File: config.mk
export PLATFORM = sky130hd
export DESIGN_NAME = ft60x_axi_cmd
export DESIGN_NICKNAME = d
export VERILOG_FILES = /design/src/rtl/ft60x_axi_cmd_pkg.sv /design/src/rtl/ft60x_axi_cmd.sv
export SDC_FILE = /design/constraint.sdc
export NUM_CORES = 1
export LEC_CHECK = 0
export CAP_MARGIN = 15
export CELL_PAD_IN_SITES_DETAIL_PLACEMENT = 2
export CELL_PAD_IN_SITES_GLOBAL_PLACEMENT = 2
export CORE_UTILIZATION = 30
export DETAILED_ROUTE_END_ITERATION = 12
export GPL_TIMING_DRIVEN = 1
export PLACE_DENSITY = 0.82
export SYNTH_ARGS = -nofsm -noshare
export SYNTH_HDL_FRONTEND = slang
export SYNTH_SLANG_ARGS = --single-unit
export TNS_END_PERCENT = 100
File: constraint.sdc
create_clock -name clk_i -period 6.7 [get_ports clk_i]
set_clock_uncertainty 0.05 [all_clocks]
set_input_delay 1.34 -clock clk_i [delete_from_list [all_inputs] [get_ports clk_i]]
set_output_delay 1.34 -clock clk_i [all_outputs]
set_load 0.03 [all_outputs]
File: src/rtl/ft60x_axi_cmd_pkg.sv
// FT60x host command engine: shared constants,
// FSM encoding and status word builder.
package ft60x_axi_cmd_pkg;

  localparam logic [7:0] CMD_WRITE = 8'h10;
  localparam logic [7:0] CMD_READ  = 8'h11;

  localparam logic [1:0] AXI_OKAY = 2'b00;

  localparam int ST_CMD_LSB = 0;
  localparam int ST_ERR_BIT = 8;
  localparam int ST_CNT_LSB = 16;

  typedef enum logic [2:0] {
    S_IDLE    = 3'd0,
    S_ADDR    = 3'd1,
    S_WR_DATA = 3'd2,
    S_WR_REQ  = 3'd3,
    S_WR_RESP = 3'd4,
    S_RD_REQ  = 3'd5,
    S_RD_RESP = 3'd6,
    S_STATUS  = 3'd7
  } state_t;

  function automatic logic [31:0] status_word(
    input logic [7:0]  cmd,
    input logic        err,
    input logic [15:0] cnt
  );
    logic [31:0] w;
    w = '0;
    w[ST_CMD_LSB +: 8]  = cmd;
    w[ST_ERR_BIT]       = err;
    w[ST_CNT_LSB +: 16] = cnt;
    return w;
  endfunction

endpackage

File: src/rtl/ft60x_axi_cmd.sv
// FT60x host command engine: decodes host write/read
// commands into single-beat AXI4-Lite transactions.
module ft60x_axi_cmd
  import ft60x_axi_cmd_pkg::*;
(
  input  logic        clk_i,
  input  logic        rst_i,
  input  logic        inport_valid_i,
  input  logic [31:0] inport_data_i,
  output logic        inport_accept_o,
  output logic        outport_valid_o,
  output logic [31:0] outport_data_o,
  input  logic        outport_accept_i,
  output logic        axi_awvalid_o,
  output logic [31:0] axi_awaddr_o,
  input  logic        axi_awready_i,
  output logic        axi_wvalid_o,
  output logic [31:0] axi_wdata_o,
  output logic [3:0]  axi_wstrb_o,
  input  logic        axi_wready_i,
  input  logic        axi_bvalid_i,
  input  logic [1:0]  axi_bresp_i,
  output logic        axi_bready_o,
  output logic        axi_arvalid_o,
  output logic [31:0] axi_araddr_o,
  input  logic        axi_arready_i,
  input  logic        axi_rvalid_i,
  input  logic [31:0] axi_rdata_i,
  input  logic [1:0]  axi_rresp_i,
  output logic        axi_rready_o
);

  state_t      state_q, state_d;
  logic [7:0]  cmd_q;
  logic [15:0] len_q;
  logic [15:0] cnt_q;
  logic [31:0] addr_q;
  logic [31:0] wdata_q;
  logic [31:0] out_data_q;
  logic        err_q;
  logic        awvalid_q;
  logic        wvalid_q;
  logic        out_valid_q;
  logic        accept_q;
  logic        st_sent_q;

  logic in_fire;
  logic out_free;
  logic r_fire;
  logic last;
  logic hdr_ok;
  logic b_err;
  logic r_err;

  assign in_fire  = inport_valid_i & accept_q;
  assign out_free = ~out_valid_q | outport_accept_i;
  assign r_fire   = axi_rvalid_i & axi_rready_o;
  assign last     = (cnt_q + 16'd1) == len_q;
  assign b_err    = axi_bresp_i != AXI_OKAY;
  assign r_err    = axi_rresp_i != AXI_OKAY;
  assign hdr_ok   = (inport_data_i[7:0] == CMD_WRITE)
                  | (inport_data_i[7:0] == CMD_READ);

  assign inport_accept_o = accept_q;
  assign outport_valid_o = out_valid_q;
  assign outport_data_o  = out_data_q;
  assign axi_awvalid_o   = awvalid_q;
  assign axi_awaddr_o    = addr_q;
  assign axi_wvalid_o    = wvalid_q;
  assign axi_wdata_o     = wdata_q;
  assign axi_wstrb_o     = 4'hF;
  assign axi_bready_o    = state_q == S_WR_RESP;
  assign axi_arvalid_o   = state_q == S_RD_REQ;
  assign axi_araddr_o    = addr_q;
  assign axi_rready_o    = (state_q == S_RD_RESP) & out_free;

  // Next-state decode of the command sequencer.
  always_comb begin
    state_d = state_q;
    unique case (state_q)
      S_IDLE: begin
        if (in_fire && hdr_ok) state_d = S_ADDR;
      end
      S_ADDR: begin
        if (in_fire) begin
          if (len_q == 16'd0)         state_d = S_STATUS;
          else if (cmd_q == CMD_WRITE) state_d = S_WR_DATA;
          else                        state_d = S_RD_REQ;
        end
      end
      S_WR_DATA: begin
        if (in_fire) state_d = S_WR_REQ;
      end
      S_WR_REQ: begin
        if ((~awvalid_q | axi_awready_i) &&
            (~wvalid_q | axi_wready_i))
          state_d = S_WR_RESP;
      end
      S_WR_RESP: begin
        if (axi_bvalid_i) state_d = last ? S_STATUS : S_WR_DATA;
      end
      S_RD_REQ: begin
        if (axi_arready_i) state_d = S_RD_RESP;
      end
      S_RD_RESP: begin
        if (r_fire) state_d = last ? S_STATUS : S_RD_REQ;
      end
      S_STATUS: begin
        if (st_sent_q && outport_accept_i) state_d = S_IDLE;
      end
      default: state_d = S_IDLE;
    endcase
  end

  // State register; host accept is registered from the next state.
  always_ff @(posedge clk_i or posedge rst_i) begin
    if (rst_i) begin
      state_q  <= S_IDLE;
      accept_q <= 1'b0;
    end else begin
      state_q  <= state_d;
      accept_q <= (state_d == S_IDLE) | (state_d == S_ADDR)
                | (state_d == S_WR_DATA);
    end
  end

  // Command context, AXI request registers and output holding register.
  always_ff @(posedge clk_i or posedge rst_i) begin
    if (rst_i) begin
      cmd_q       <= '0;
      len_q       <= '0;
      cnt_q       <= '0;
      addr_q      <= '0;
      wdata_q     <= '0;
      out_data_q  <= '0;
      err_q       <= 1'b0;
      awvalid_q   <= 1'b0;
      wvalid_q    <= 1'b0;
      out_valid_q <= 1'b0;
      st_sent_q   <= 1'b0;
    end else begin
      if (out_valid_q && outport_accept_i) out_valid_q <= 1'b0;
      unique case (state_q)
        S_IDLE: begin
          if (in_fire) begin
            cmd_q     <= inport_data_i[7:0];
            len_q     <= inport_data_i[31:16];
            cnt_q     <= '0;
            err_q     <= 1'b0;
            st_sent_q <= 1'b0;
          end
        end
        S_ADDR: begin
          if (in_fire) begin
            addr_q <= {inport_data_i[31:2], 2'b00};
            if (len_q == 16'd0) begin
              out_valid_q <= 1'b1;
              out_data_q  <= status_word(cmd_q, 1'b0, 16'd0);
              st_sent_q   <= 1'b1;
            end
          end
        end
        S_WR_DATA: begin
          if (in_fire) begin
            wdata_q   <= inport_data_i;
            awvalid_q <= 1'b1;
            wvalid_q  <= 1'b1;
          end
        end
        S_WR_REQ: begin
          if (axi_awready_i) awvalid_q <= 1'b0;
          if (axi_wready_i)  wvalid_q  <= 1'b0;
        end
        S_WR_RESP: begin
          if (axi_bvalid_i) begin
            cnt_q  <= cnt_q + 16'd1;
            addr_q <= addr_q + 32'd4;
            err_q  <= err_q | b_err;
            if (last) begin
              out_valid_q <= 1'b1;
              out_data_q  <= status_word(cmd_q, err_q | b_err,
                                         cnt_q + 16'd1);
              st_sent_q   <= 1'b1;
            end
          end
        end
        S_RD_RESP: begin
          if (r_fire) begin
            out_valid_q <= 1'b1;
            out_data_q  <= axi_rdata_i;
            cnt_q       <= cnt_q + 16'd1;
            addr_q      <= addr_q + 32'd4;
            err_q       <= err_q | r_err;
          end
        end
        S_STATUS: begin
          if (!st_sent_q && out_free) begin
            out_valid_q <= 1'b1;
            out_data_q  <= status_word(cmd_q, err_q, cnt_q);
            st_sent_q   <= 1'b1;
          end
        end
        default: ;
      endcase
    end
  end

endmodule

======== Word level (Yosys, flattened, before mapping) ========
Cells that the tools add are included.
word-level totals
  flip-flop bits (word level) ............. 145
  output and inout bits ................... 139
  word-level logic and storage cells ...... 127
cells by class
  $add $sub $neg .......................... 2
  eq/ne operators ......................... 23
  mux-type cells .......................... 51
  bitwise logic cells ..................... 14
  reduce and logical (&&, ||, !) cells .... 24
operators with widths
  cell                                                              number
  32-bit 2-to-1 mux                                                 9
  32-bit case mux with 4 select lines                               1
  32-bit case mux with 3 select lines                               1
  16-bit 2-to-1 mux                                                 3
  16-bit case mux with 3 select lines                               1
  3-bit 2-to-1 mux                                                  11
  32-bit by 3-bit adder with 32-bit output (second input constant)  1
  8-bit by 5-bit == test with 1-bit output (second input constant)  3
  3-bit case mux with 8 select lines                                1
  1-bit 2-to-1 mux                                                  18
  2-bit inequality test (second input constant)                     9
  16-bit by 1-bit adder with 16-bit output (second input constant)  1
  16-bit == test                                                    1
  16-bit zero test                                                  1
  7-bit AND reduction                                               2
  3-bit == test (second input constant)                             4
  3-bit by 2-bit == test with 1-bit output (second input constant)  3
  1-bit OR                                                          8
  1-bit case mux with 4 select lines                                2
  4-bit AND reduction                                               2
  4-bit nonzero test                                                2
  3-bit by 1-bit == test with 1-bit output (second input constant)  2
  3-bit zero test                                                   2
  3-bit AND reduction                                               2
  11 further kinds                                                  24

======== Logic depth before layout (Yosys ltp) ========
Gate-level depths: netlist (run 1).
  depth after elaboration ................. 9
  gate-level depth with buffers ........... 10
  depth with buffers taken out ............ 8

======== Worst setup path before layout (run 1) ========
OpenSTA, ideal clock, no wires.
  kind .................................... input-to-reg
  from .................................... input port outport_accept_i
  to ...................................... register out_data_q[0] (netlist: outport_data_o[0])
  arrival ................................. 3078 ps
  path slack .............................. 3478 ps
  stages on the path ...................... 9
  cells stage by stage .................... nand2b_1 > a311o_1 > clkbuf_1 > and2_1 > o21ai_0 > clkbuf_1 > o22ai_1 > a22o_1 > a211oi_1
between the ends
  cells in the longest elaborated chain, start to end .. 5
  elaborated cells on any way between the ends .. 7
ends and longest elaborated chain
  element                          RTL line              RTL
  from (decl)                      ft60x_axi_cmd.sv:13   input logic outport_accept_i,
  1-bit OR *                       ft60x_axi_cmd.sv:56   assign out_free = ~out_valid_q | outport_accept_i;
  1-bit AND                        ft60x_axi_cmd.sv:75   assign axi_rready_o = (state_q == S_RD_RESP) & out_free;
  1-bit AND                        ft60x_axi_cmd.sv:57   assign r_fire = axi_rvalid_i & axi_rready_o;
  2-bit inequality test (no line)  n/a
  7-bit AND reduction (no line) *  n/a
  to (signal assigned)             ft60x_axi_cmd.sv:158  out_data_q <= status_word(cmd_q, 1'b0, 16'd0);
  to (signal assigned)             ft60x_axi_cmd.sv:181  out_data_q <= status_word(cmd_q, err_q | b_err,
  to (signal assigned)             ft60x_axi_cmd.sv:190  out_data_q <= axi_rdata_i;
  to (decl)                        ft60x_axi_cmd.sv:39   logic [31:0] out_data_q;
Mark *: on every way between the ends. The rest lies on a longest branch, timed or not.
A chain may end at the register's enable or synchronous reset.

======== Worst setup path in the final report (run 1) ========
  from .................................... input port outport_accept_i
  to ...................................... register out_data_q[29] (netlist: outport_data_o[29])
The elaborated chain is that of the path after synthesis.

==> results of run 1 <==
==> worst max path at each step <==
stage	to	start	slack, ps	cells after the start
floorplan	axi_araddr_o[10]$_DFFE_PP0P_	rst_i	1470	1
global placement	outport_data_o[29]$_DFFE_PP0P_	outport_accept_i	2020	8
detailed placement	outport_data_o[29]$_DFFE_PP0P_	outport_accept_i	1940	8
CTS	outport_data_o[29]$_DFFE_PP0P_	outport_accept_i	2350	8
global route	outport_data_o[29]$_DFFE_PP0P_	outport_accept_i	2180	8
finish	outport_data_o[29]$_DFFE_PP0P_	outport_accept_i	2290	8
==> cells by family (layout without fill, tap and decap cells) <==
group / count (synthesis) / count (layout)
buffers and inverters: 124 / 261
AO/OA/AOI/OAI: 305 / 305
adder cells (fa/ha/maj): 3 / 3
AND/OR/NAND/NOR: 308 / 308
flip-flops: 143 / 143
other: 2 / 8
XOR/XNOR: 22 / 22
multiplexers: 72 / 72
==> sequential cells by signal, indices dropped and copies added, names as in the netlist, 3 cells and up <==
| register | cells |
|---|---|
| state_q | 3 |
| len_q | 16 |
| axi_wdata_o | 32 |
| outport_data_o | 32 |
| axi_araddr_o | 30 |
| cnt_q | 16 |
| cmd_q | 8 |
==> metal layers <==
metal	GRT usage [%]	vias up	wire length, um
met5	0	-	0
met4	8.480	0	790
met3	4.057	51	1696
met2	37.93	254	16650
met1	31.04	4391	15870
li1	-	3839	-
==> power groups by stage <==
stage	Sequential, mW	Combinational [mW]	Clock, mW
after floorplan	1.92	1.61	0
after detailed placement	1.62	3.05	0
final	1.61	3.06	0.987
after global routing	1.66	3.26	1.04
after CTS	1.61	3.08	1.01
after global placement	1.59	2.95	0
==> final cells by class <==
cell class | count | area (sq um)
multi-input combinational | 718 | 4687
clock inverter | 15 | 168.9
fill | 3150 | 17320
clock buffer | 17 | 425.4
timing repair buffer | 218 | 2155
inverter | 11 | 46.29
sequential | 143 | 3578
tap | 384 | 480.5
==> layout by cell type (no fill, tap or decap), types with 11 or more instances in the layout <==
cell	instances
o2bb2ai_1	13
clkdlybuf4s50_1	207
dfrtp_1	143
nand3_1	35
nand2_1	72
o31ai_1	15
clkbuf_16	17
nor3_1	17
nor2_1	83
mux2i_1	16
a211oi_1	13
mux2_2	56
o21ai_0	79
nand4_1	13
o22ai_1	22
xnor2_1	15
buf_4	11
a21oi_1	75
==> impl_metrics.json, run 1 <==
{
  "dpl.cell_count": 1474,
  "antenna_found_initial": 0,
  "period_share_pct": 65.78,
  "synth_xor_xnor_area_share_pct": 2.346,
  "crit_buf_inv": 1,
  "tns_ps": 0,
  "report.final.hold_viol_count": 0,
  "max_stage_delay_ps": 630,
  "reg2reg_to": "outport_data_o[22]$_DFFE_PP0P_",
  "grt_max_degree": 67,
  "wire_per_inst_um": 23.25,
  "ios": 216,
  "ys_ff_latch": 143,
  "synth_top_cell_area_share_pct": 40.42,
  "power_mw": 5.651,
  "hpwl_um": 24900,
  "crit_family": "simple AND/OR/NAND/NOR gates",
  "yosysWarnings": 0,
  "hold_end": "axi_wdata_o[22]$_DFFE_PP0P_",
  "final_antenna_net_count": 0,
  "cts_root_buf": "clkbuf_16",
  "coreArea_sq_mm": 0.02886,
  "finalInstanceArea_sq_mm": 0.01154,
  "syn-instance-count": 979,
  "hold_class": "flip-flop to flip-flop",
  "postPlaceCellArea_sq_mm": 0.01095,
  "synth.distinct_cells": 75,
  "rsz0062_at_grt": "false",
  "final_util_pct": 39.99,
  "fmax_mhz": 226.9,
  "syn2layout_area_growth_pct": 30.36,
  "tightest_slew_ps": 1158,
  "htreeDepth": 4,
  "rr_startpoint": "cnt_q[0]$_DFFE_PP0P_",
  "synth_most_common_cell": "dfrtp_1",
  "swShare_pct": 47.97,
  "synth_top_family_by_area": "compound AO/OA/AOI/OAI gates",
  "min_from": "axi_wdata_o[22]$_DFFE_PP0P_",
  "start_util_pct": 30.68,
  "yosys-top-cells-count": "dfrtp_1 (143), nor2_1 (85), o21ai_0 (80)",
  "ys.flop_type": "dfrtp_1",
  "internal_power_mw": 2.940,
  "setup_ws_ps": 2293,
  "setup_viol": 0,
  "yosys.area.top_type": "dfrtp_1",
  "finalNetCount": 1188,
  "numCtsBuffers": 17,
  "drc": 0,
  "drive_above_1_share_pct": 11.85,
  "critPathCaptureType": "flip-flop",
  "synthAdderAreaFrac_pct": 0.3957,
  "n_antenna_cell": 0,
  "io_buffers": 207,
  "pwr_density_cell_mw_per_mm2": 489.7,
  "grt_pass1_wl_um": 55220,
  "worstPathMaxFanout": 22,
  "leakagePower_nw": 4.437,
  "hold-worst-slack_ps": 461.8,
  "dieHeight_um": 173.8,
  "final_max_slew_viol_count": 0,
  "status": "completed",
  "ir_drop_v": 0.0002737,
  "grt_overflow": 0,
  "reg2reg_depth": 8,
  "netlist_area_sq_mm": 0.008853,
  "synth_area_leaders": "dfrtp_1 (40%), mux2_2 (7.1%), o21ai_0 (4.5%)",
  "holdPathStages": 1,
  "hold_buffers": 0,
  "die_area_sq_mm": 0.03020,
  "cp.required_ps": 6960,
  "ctsResizeCount": 0,
  "drv_cap": 0,
  "postSynth.asyncResetShare_pct": 100.0,
  "gp_congestion": 0.8970,
  "critPathArrivalTime_ps": 4670,
  "place_ws_ps": 1939,
  "synth_compound_area_share_pct": 22.50,
  "fin_crit_ps": 4407,
  "post-cts-setup-buffers": 0,
  "vias": 8535,
  "clock_path_buffers": 2,
  "synth_edf_count": 0,
  "critPathSlowestCell": "nand2_1",
  "yosysSeqAreaShare_pct": 40.42,
  "clkSinkCount": 143,
  "startpoint_type": "input pin",
  "relSlewSlack_pct": 22.78,
  "power.net_switching_mw": 2.711,
  "grt_pass1_vias": 9295,
  "avgSynthCellArea_sq_um": 9.043,
  "clk_pin_slew_ps": 70,
  "muxShareOfSynthArea_pct": 8.932,
  "crit_chain": "clkdlybuf4s50_1 > nand2b_1 > a311o_1 > nand2_1 > nor4_1 > and4_1 > nor2_1 > or3_1",
  "finalNonFillerCells": 1506,
  "dieWidth_um": 173.8,
  "r2r_slack_ps": 2480,
  "drt_iter0_markers": 400,
  "cts_tree": "yes",
  "clkLatencyLatePin_ps": 440,
  "pwr-share-seq_pct": 28.4,
  "dr.pass1.iters": 5,
  "fp-row-count": 62,
  "grt_usage_pct": 23.35,
  "routed_wl_um": 35010,
  "pwr-share-clk_pct": 17.5,
  "synth-simple-area-share_pct": 18.15,
  "routed_via_density": 5.667,
  "crit_type": "input pin to flip-flop",
  "pwr-share-comb_pct": 54.1
}
Note: power is estimated with default switching activity, not from simulation.
==> run 2, diff against run 1 <==
==> constraint.sdc (replaced) <==
create_clock -name clk_i -period 4.45 [get_ports clk_i]
set_clock_uncertainty 0.05 [all_clocks]
set_input_delay 0.89 -clock clk_i [delete_from_list [all_inputs] [get_ports clk_i]]
set_output_delay 0.89 -clock clk_i [all_outputs]
set_load 0.03 [all_outputs]
==> run 2 against run 1 <==
Register-to-register slack got worse by 1800 ps. Core utilization increased by 0.38 points. Sequential cell count unchanged. Via count increased by 0.91%. Combinational power increased by 51%. Clock power increased by 61%. Worst setup slack got worse by 1600 ps. Count of clock-buffer cells in the layout increased by 3. Wire length increased by 0.78%. Sequential share of layout area decreased by 0.29 points. Global-route usage increased by 0.19 points. Cell area increased by 0.95%.
==> impl_metrics.json, run 2 (synthesis gave the netlist of run 1 again) <==
{
  "wire_per_inst_um": 23.29,
  "coreArea_sq_mm": 0.02886,
  "clk_pin_slew_ps": 70,
  "max_stage_delay_ps": 670,
  "postPlaceCellArea_sq_mm": 0.01102,
  "gp_congestion": 0.9040,
  "ir_drop_v": 0.0003655,
  "hold_buffers": 0,
  "final_max_slew_viol_count": 0,
  "io_buffers": 207,
  "hold-worst-slack_ps": 459.8,
  "layout_commonest_cell": "clkdlybuf4s50_1",
  "hpwl_um": 25220,
  "die_area_sq_mm": 0.03020,
  "fmax_mhz": 266.2,
  "swShare_pct": 46.89,
  "place_ws_ps": 812.5,
  "critPathCaptureType": "flip-flop",
  "critPathArrivalTime_ps": 3980,
  "fin_crit_ps": 3757,
  "grt_overflow": 0,
  "fp-row-count": 62,
  "hold_class": "flip-flop to flip-flop",
  "grt_max_degree": 48,
  "cts_tree": "yes",
  "power.net_switching_mw": 4.077,
  "dieWidth_um": 173.8,
  "routed_via_density": 5.685,
  "tightest_slew_ps": 903.8,
  "rsz0062_at_grt": "false",
  "tns_ps": 0,
  "pwr-share-clk_pct": 18.3,
  "finalNetCount": 1198,
  "htreeDepth": 4,
  "numCtsBuffers": 17,
  "period_share_pct": 84.43,
  "final_cell_mix": "clkdlybuf4s50_1 (207), dfrtp_1 (143), nor2_1 (83)",
  "antenna_found_initial": 0,
  "clock_path_buffers": 2,
  "internal_power_mw": 4.618,
  "dr.pass1.iters": 4,
  "ios": 216,
  "status": "completed",
  "vias": 8613,
  "report.final.hold_viol_count": 0,
  "cp.required_ps": 4670,
  "drt_iter0_markers": 469,
  "n_antenna_cell": 0,
  "relSlewSlack_pct": 39.74,
  "startpoint_type": "flip-flop",
  "grt_pass1_vias": 9260,
  "pwr-share-comb_pct": 53.2,
  "syn2layout_area_growth_pct": 31.60,
  "setup_ws_ps": 692.8,
  "crit_chain": "ha_1 > nand3_2 > nor4_2 > o22ai_1 > nor4_2 > nand4_2 > nor2_1 > o32ai_1",
  "critPathSlowestCell": "nor4_2",
  "routed_wl_um": 35280,
  "ctsResizeCount": 0,
  "cts_root_buf": "clkbuf_16",
  "crit_type": "flip-flop to flip-flop",
  "worstPathMaxFanout": 10,
  "finalInstanceArea_sq_mm": 0.01165,
  "power_mw": 8.696,
  "dieHeight_um": 173.8,
  "final_antenna_net_count": 0,
  "clkLatencyLatePin_ps": 440,
  "leakagePower_nw": 4.491,
  "drc": 0,
  "drive_above_1_share_pct": 12.47,
  "pwr-share-seq_pct": 28.4,
  "setup_viol": 0,
  "clkSinkCount": 143,
  "drv_cap": 0,
  "start_util_pct": 30.68,
  "post-cts-setup-buffers": 0,
  "grt_usage_pct": 23.54,
  "r2r_slack_ps": 690,
  "grt_pass1_wl_um": 55560,
  "crit_top_cell": "nor4_2",
  "pwr_density_cell_mw_per_mm2": 746.3
}
[run 2: path summary, 6_finish.rpt]
check / from / to / depth (start not counted)
worst max-delay path: cnt_q[0]$_DFFE_PP0P_ / outport_data_o[22]$_DFFE_PP0P_ / 8
min in group asynchronous: rst_i / axi_wdata_o[21]$_DFFE_PP0P_ / 2
max in group asynchronous: rst_i / cnt_q[2]$_DFFE_PP0P_ / 3
worst min register to register: axi_wdata_o[26]$_DFFE_PP0P_ / axi_wdata_o[26]$_DFFE_PP0P_ / 1
worst max register to register: cnt_q[0]$_DFFE_PP0P_ / outport_data_o[22]$_DFFE_PP0P_ / 8
worst min-delay path: axi_wdata_o[26]$_DFFE_PP0P_ / axi_wdata_o[26]$_DFFE_PP0P_ / 1
[run 2: area by class of cell]
| cell class | count | area (sq um) |
|---|---|---|
| clock inverters | 11 | 180.2 |
| inverters | 11 | 45.04 |
| repair buffers | 228 | 2230 |
| well taps | 384 | 480.5 |
| flip-flops and latches | 143 | 3578 |
| clock buffers | 20 | 446.7 |
| fillers | 3149 | 17210 |
| multi-input cells | 718 | 4691 |
[run 2: layer usage]
metal	track usage [%]	wire (um)
met4	6.177	529
met5	0	0
met1	31.30	15930
met3	4.430	1966
met2	39.07	16850
[run 2: stage by stage]
| step | utilization [%] | cells |
|---|---|---|
| after floorplan | - | 985 |
| after global placement | 38.20 | 1484 |
| after detailed placement | 38.20 | 1484 |
| after CTS | 40.37 | 1515 |
| after global routing | 40.37 | 1515 |
| final | 40.37 | 1515 |
[run 2: critical path, delay by kind of cell, from the launching register on]
kind / cells / cell delay, ps
simple gates: 5 / 2170
fa+ha+maj: 1 / 480
flops: 1 / 490
compound gates: 2 / 410
[run 2: power groups by stage]
stage                     registers, mW  logic (mW)  clock network [mW]
after floorplan                    2.89        2.42                   0
after CTS                          2.47        4.65                1.62
after detailed placement           2.48        4.59                   0
after global placement             2.44        4.45                   0
final                              2.47        4.63                1.59
after global routing               2.55        4.93                1.66
